$ cat src/rtl/pipeline_ctrl.sv
// rtl/pipeline_ctrl.sv - stall/flush sequencer for the 5-stage pipeline (optional perf counters: PIPE_PERF_EN)
module pipeline_ctrl #(
  parameter int REG_W        = 3,
  parameter int FLUSH_CYCLES = 2,
  parameter int CNT_W        = 16
) (
  input  logic             clk,
  input  logic             reset,
  input  logic             mem_read_ex,
  input  logic             write_reg_ex,
  input  logic [REG_W-1:0] Rd_ex,
  input  logic [REG_W-1:0] Rm_id,
  input  logic [REG_W-1:0] Rn_id,
  input  logic             use_Rm_id,
  input  logic             use_Rn_id,
  input  logic             branch_taken_ex,
  input  logic             mem_busy,
  input  logic             halt_id,
  input  logic             resume,
  output logic             stall_pc,
  output logic             stall_ifid,
  output logic             stall_idex,
  output logic             stall_exmem,
  output logic             flush_ifid,
  output logic             flush_idex,
  output logic             halted,
  output logic [CNT_W-1:0] stall_cnt,
  output logic [CNT_W-1:0] flush_cnt
);

  typedef enum logic [1:0] {
    RUN      = 2'd0,
    FLUSH    = 2'd1,
    MEM_WAIT = 2'd2,
    HALT     = 2'd3
  } state_t;

  // Remaining flush cycles loaded when a taken branch enters FLUSH; the RUN
  // cycle that sees the branch is already the first flush cycle.
  localparam logic [1:0] FCNT_INIT = 2'(FLUSH_CYCLES - 1);

  state_t     state, state_nxt;
  logic [1:0] fcnt, fcnt_nxt;
  logic       load_use;

  logic pc_s, ifid_s, idex_s, exmem_s;
  logic ifid_f, idex_f, halt_o;

  assign load_use = mem_read_ex & write_reg_ex &
                    ((use_Rm_id & (Rd_ex == Rm_id)) |
                     (use_Rn_id & (Rd_ex == Rn_id)));

  // State and flush counter register; reset aborts any sequence in progress.
  always_ff @(posedge clk or posedge reset) begin
    if (reset) begin
      state <= RUN;
      fcnt  <= 2'd0;
    end else begin
      state <= state_nxt;
      fcnt  <= fcnt_nxt;
    end
  end

  // Next-state and raw output decode; memory waits always take precedence.
  always_comb begin
    state_nxt = state;
    fcnt_nxt  = fcnt;
    pc_s      = 1'b0;
    ifid_s    = 1'b0;
    idex_s    = 1'b0;
    exmem_s   = 1'b0;
    ifid_f    = 1'b0;
    idex_f    = 1'b0;
    halt_o    = 1'b0;
    case (state)
      RUN: begin
        if (mem_busy) begin
          pc_s      = 1'b1;
          ifid_s    = 1'b1;
          idex_s    = 1'b1;
          exmem_s   = 1'b1;
          state_nxt = MEM_WAIT;
        end else if (branch_taken_ex) begin
          ifid_f = 1'b1;
          idex_f = 1'b1;
          if (FLUSH_CYCLES > 1) begin
            fcnt_nxt  = FCNT_INIT;
            state_nxt = FLUSH;
          end
        end else if (load_use) begin
          // The bubble in ID/EX removes the load from EX next cycle, so this
          // self-terminates after one cycle.
          pc_s   = 1'b1;
          ifid_s = 1'b1;
          idex_f = 1'b1;
        end else if (halt_id) begin
          pc_s      = 1'b1;
          ifid_s    = 1'b1;
          idex_f    = 1'b1;
          state_nxt = HALT;
        end
      end
      FLUSH: begin
        if (mem_busy) begin
          // Freeze everything, including the remaining flush count.
          pc_s    = 1'b1;
          ifid_s  = 1'b1;
          idex_s  = 1'b1;
          exmem_s = 1'b1;
        end else begin
          ifid_f   = 1'b1;
          idex_f   = 1'b1;
          fcnt_nxt = fcnt - 2'd1;
          if (fcnt <= 2'd1) begin
            state_nxt = RUN;
          end
        end
      end
      MEM_WAIT: begin
        if (mem_busy) begin
          pc_s    = 1'b1;
          ifid_s  = 1'b1;
          idex_s  = 1'b1;
          exmem_s = 1'b1;
        end else begin
          // Idle exit cycle; the frozen EX instruction is re-evaluated in RUN.
          state_nxt = RUN;
        end
      end
      HALT: begin
        if (resume) begin
          state_nxt = RUN;
        end else begin
          pc_s    = 1'b1;
          ifid_s  = 1'b1;
          idex_f  = 1'b1;
          halt_o  = 1'b1;
          exmem_s = mem_busy;
        end
      end
      default: begin
        state_nxt = RUN;
        fcnt_nxt  = 2'd0;
      end
    endcase
  end

  // Outputs are forced low for the whole time reset is held.
  assign stall_pc    = pc_s    & ~reset;
  assign stall_ifid  = ifid_s  & ~reset;
  assign stall_idex  = idex_s  & ~reset;
  assign stall_exmem = exmem_s & ~reset;
  assign flush_ifid  = ifid_f  & ~reset;
  assign flush_idex  = idex_f  & ~reset;
  assign halted      = halt_o  & ~reset;

`ifdef PIPE_PERF_EN
  logic [CNT_W-1:0] stall_q, flush_q;

  // Saturating performance counters, cleared only by reset.
  always_ff @(posedge clk or posedge reset) begin
    if (reset) begin
      stall_q <= '0;
      flush_q <= '0;
    end else begin
      if (stall_pc && (stall_q != {CNT_W{1'b1}})) begin
        stall_q <= stall_q + CNT_W'(1);
      end
      if (flush_ifid && (flush_q != {CNT_W{1'b1}})) begin
        flush_q <= flush_q + CNT_W'(1);
      end
    end
  end

  assign stall_cnt = stall_q;
  assign flush_cnt = flush_q;
`else
  assign stall_cnt = '0;
  assign flush_cnt = '0;
`endif

endmodule

$ cat config.mk
export PLATFORM = sky130hd
export DESIGN_NAME = pipeline_ctrl
export DESIGN_NICKNAME = d
export VERILOG_FILES = /design/src/rtl/pipeline_ctrl.sv
export SDC_FILE = /design/constraint.sdc
export NUM_CORES = 1
export LEC_CHECK = 0
export ABC_AREA = 1
export BUFFER_PORTS_ARGS = -buffer_cell sky130_fd_sc_hd__buf_2
export CORE_MARGIN = 4
export CORE_UTILIZATION = 41
export DETAILED_ROUTE_END_ITERATION = 16
export PLACE_DENSITY = 0.91
export SYNTH_ARGS = -nofsm -noshare
export SYNTH_HDL_FRONTEND = slang
export SYNTH_SLANG_ARGS = --single-unit
$ cat constraint.sdc
create_clock -name clk -period 1.6 [get_ports clk]
set_clock_uncertainty 0.05 [all_clocks]
set_input_delay 0.08 -clock clk [delete_from_list [all_inputs] [get_ports clk]]
set_output_delay 0.08 -clock clk [all_outputs]
set_load 0.05 [all_outputs]
* Word-level counts from Yosys, hierarchy flattened
Cells that the tools add are included.
** Storage, ports and cells
- Bits in registers :: 4
- Bits of input ports :: 19
- Output and inout bits :: 39
- Logic and storage cells :: 66
** Cells by class
- Add/sub/neg operators :: 1
- Magnitude comparators :: 1
- Eq/ne operators :: 13
- Multiplexer cells :: 31
- Bitwise gates (word level) :: 12
- Reduce and logical (&&, ||, !) cells :: 6
** Operators with widths (number)
- two-way mux 2 bit :: 11
- two-way mux 1 bit :: 14
- != test 2 bit (second input constant) :: 6
- bitwise AND 1 bit :: 10
- != test 4 bit (second input constant) :: 2
- case mux 2 bit (4 select lines) :: 1
- == test 3 bit :: 2
- case mux 1 bit (3 select lines) :: 2
- AND reduction 6 bit :: 1
- == test 2 bit (second input constant) :: 2
- case mux 1 bit (2 select lines) :: 2
- case mux 2 bit (2 select lines) :: 1
- AND reduction 4 bit :: 1
- OR reduction 3 bit :: 1
- == test 2 x 1 -> 1 bit (second input constant) :: 1
- <= comparator 2 x 1 -> 1 bit (second input constant) :: 1
- logical NOT 2 bit :: 1
- nonzero test 2 bit :: 1
- OR reduction 2 bit :: 1
- subtractor 2 x 1 -> 2 bit (second input constant) :: 1
- inverter 1 bit :: 1
- OR 1 bit :: 1

* Longest topological paths before layout
- Depth in word-level cells :: 9
- Gate-level depth with buffers :: 12
- Mapped depth without buffers :: 12

* Worst setup path after synthesis
Ideal clock, no wire load.
- Path type :: register -> output
- From :: register state[0]
- To :: output flush_idex
- Data arrival time :: 1881 ps
- Required time :: 1470 ps
- Setup slack :: -411 ps
- Stages on the path, launching flop included :: 9
- Buffers on the path :: 0
- Cells stage by stage :: dfrtp_1 > inv_1 > ha_1 > inv_1 > nor2_2 > inv_1 > o21ai_1 > nor2_1 > a21oi_1
** On the way
- Cells in the longest elaborated chain, start to end :: 3
- Elaborated cells on any way between the ends :: 5
- Classes of those cells :: 2 x eq/ne; 1 x mux; 1 x bitwise; 1 x reduce/logical
** Ends and longest elaborated chain
- start: declaration :: RTL line 42 : state_t state, state_nxt;
- start signal: assignment :: RTL line 59 : state <= state_nxt;
- == test 2 bit, or another cell as far along :: RTL line 75 : case (state)
- case mux 1 bit (3 select lines) * :: RTL line 75
- bitwise AND 1 bit * :: RTL line 154 : assign flush_idex = idex_f & ~reset;
- end: declaration :: RTL line 25 : output logic flush_idex,
Every way passes the cells marked *; elsewhere a longest branch is shown, timed or not.

* Final worst setup path
- From :: register state[0]
- To :: output stall_pc
** On the way
- Cells in the longest elaborated chain, start to end :: 4
- Elaborated cells on any way between the ends :: 7
- Classes of those cells :: 3 x eq/ne; 1 x mux; 1 x bitwise; 2 x reduce/logical
** Ends and longest elaborated chain
- == test 2 bit or == test 2 x 1 -> 1 bit (tied branches) :: RTL line 75
- OR reduction 2 bit (no source line)
- case mux 1 bit (3 select lines) * :: RTL line 75
- bitwise AND 1 bit * :: RTL line 149 : assign stall_pc = pc_s & ~reset;
- end: declaration :: RTL line 20 : output logic stall_pc,
Marked as above.

==> results.json <==
{
  "worstPathArrival_ns": 1.62,
  "drc": 0,
  "synth.area.top_cells": "buf_4, nand2_1, dfrtp_1",
  "tritoncts": "built",
  "finalSetupViolCount": 5,
  "dp_slack_ns": -0.05092,
  "drtAntennaViolNets": 0,
  "num_rows": 16,
  "rsz0062_at_grt": "true",
  "critPathMaxFanout": 5,
  "min_path_type": "input port to register",
  "fmax_mhz": 571.9,
  "p_leak_nw": 0.6565,
  "slew_viol_final": 0,
  "reg2reg_slack_ns": -0.02,
  "critical_path_class": "register to output port",
  "yosysSeqAreaShare_pct": 12.07,
  "yosys.area.top_type_share_pct": 29.86,
  "antenna_cells": 0,
  "cp_cell_sequence": "ha_4 -> inv_2 -> or2_4 -> a211oi_2 -> o21ai_2 -> inv_2 -> buf_8",
  "synthMostInstantiatedCell": "buf_4",
  "ys_ff_latch": 4,
  "start_util_pct": 42.72,
  "fin_ws_ns": -0.1486,
  "cap_violations": 0,
  "layout.nets": 198,
  "min_period_ns": 1.749,
  "fp.dieW_um": 52.98,
  "wl_um": 1880,
  "grtUsageTotal_pct": 11.94,
  "grt_pass1_wl_um": 2497,
  "grt_antenna_before_repair": 0,
  "status": "finished, violations left",
  "drive_gt1_share_pct": 42.94,
  "synth-main-ff-cell": "dfrtp_1",
  "grt_max_degree": 8,
  "synth_commonest_cells": "buf_4, nand2_1, inv_1",
  "wl_per_cell_um": 9.543,
  "synth_edf_count": 0,
  "regToRegStartpoint": "state[0]",
  "vias_per_cell": 3.980,
  "crit_required_ns": 1.47,
  "syn_area_um2": 829.5,
  "cpMaxStageDelayCell": "dfrtp_2",
  "fin_area_um2": 1116,
  "syn2layout_area_growth_pct": 34.54,
  "grt_pass1_vias": 659,
  "root_buffer": "clkbuf_4",
  "rr_endpoint": "fcnt[0]",
  "failed_checks": "negative setup slack",
  "die_y_um": 52.98,
  "core_um2": 1942,
  "reg2reg_depth": 6,
  "critPathLaunchType": "register",
  "cts_sinks": 4,
  "p_total_w": 0.001517,
  "htreeDepth": 1,
  "slowest_delay_ns": 0.41,
  "clk_latency_ns": 0.23,
  "hold_violations": 0,
  "hpwl_um": 1424,
  "fillerInstances": 197,
  "finalCritPeriodShare_pct": 109.3,
  "setup-tns-final_ns": -0.5217,
  "dpl_cell_area_um2": 928.4,
  "hold_path_depth": 4,
  "setup.worst_path.end_class": "output port",
  "crit_start": "state[0]",
  "die_area_um2": 2807,
  "gp_congestion": 0.7706,
  "whs_ns": 0.1901,
  "power.density_nw_per_um2": 1360,
  "ioPinCount": 58,
  "grt.overflow.total": 0,
  "drtIter0Drc": 2,
  "ys_warn_count": 0,
  "ir_worst_vdd_v": 0.0005234,
  "synth_largest_area_cell": "buf_4",
  "ys_types": 19,
  "synthArstFlopShare_pct": 100.0,
  "syn_inst": 132,
  "clock_tree.buffer_depth": 2,
  "numCtsBuffers": 3,
  "num_vias": 784,
  "worstHoldStart": "branch_taken_ex",
  "io_buffers": 25,
  "clkSlewWorstSetupHoldPaths_ns": 0.03,
  "syn-mean-instance-area_um2": 6.284,
  "min_to": "state[1]",
  "first_pass_iters": 4,
  "cp_common_cell": "inv_2"
}
[sequential cells by signal (all words and copies together), names as in the netlist]
name / count
state: 2
fcnt: 2
[critical path: cells and delay by family, from the launching register on]
kind,cells,cell delay [ns]
flip-flops,1,0.41
AND/OR/NAND/NOR,1,0.23
adder cells (fa/ha/maj),1,0.15
AO/OA/AOI/OAI,2,0.33
buffers and inverters,3,0.27
[repair_timing]
item                                    4_1_cts  5_1_grt
hold endpoints to repair                      4        0
hold buffers                                  1        0
resized for setup                            19       21
endpoints found under the setup margin        5       11
buffers inserted                              1        4
pin swaps                                     3        7
[where the power goes]
group | internal (W) | switching [W] | leakage (nW)
combinational | 0.000476 | 0.000719 | 0.595
clock | 0.0000839 | 0.0000408 | 0.0138
sequential | 0.000148 | 0.0000501 | 0.0472
total | 0.000708 | 0.000810 | 0.656
[per-layer routing]
layer | share of wire, % | GRT usage [%] | up-vias
met5 | 0 | 0 | -
met4 | 1.4 | 1.277 | 0
met3 | 8.7 | 2.817 | 2
met2 | 55 | 27.07 | 37
met1 | 35 | 10.14 | 338
li1 | - | - | 407
[layout make-up]
type / instances / area, um^2 / area share [%]
multi-input cells: 102 / 599.3 / 53.70
repair buffers: 37 / 266.5 / 23.88
flip-flops and latches: 4 / 101.3 / 9.081
inverters: 24 / 92.59 / 8.296
well taps: 27 / 33.78 / 3.027
clock buffers: 3 / 22.52 / 2.018
[cells in the final DEF (no fill, tap or decap), types with 4 or more instances in the layout]
master    netlist  final
nor2_4          0      4
clkbuf_4        0      4
inv_2           0      8
nand2_2         4      5
buf_2           0     19
inv_1          24     15
buf_6           0      5
conb_1          1     32
nor2_1         10      6
nand2_1        28     27
ha_1            7      4
buf_4          33      9
[how the worst max path moves through the flow]
| stage | endpoint | slack, ns | cells after the start |
|---|---|---|---|
| detailed placement | flush_idex | -0.05 | 9 |
| CTS | stall_ifid | -0.16 | 7 |
| finish | stall_pc | -0.15 | 7 |
| global placement | flush_idex | -0.001 | 9 |
| global route | stall_ifid | -0.24 | 7 |
| floorplan | halted | -0.04 | 4 |
[cell families after synthesis]
family          after synthesis  share of synthesized area (%)
compound gates               12                          9.503
fa+ha+maj                     7                          10.56
buf+inv                      57                          40.72
flops                         4                          12.07
other cells                   1                         0.4521
simple gates                 51                          26.70
[through the flow]
| step | std cells | util [%] |
|---|---|---|
| after floorplan | 163 | - |
| after global placement | 188 | 47.81 |
| after detailed placement | 188 | 47.81 |
| after CTS | 193 | 52.51 |
| after global routing | 197 | 57.47 |
| final | 197 | 57.47 |
Note: power is estimated with default switching activity, not from simulation.
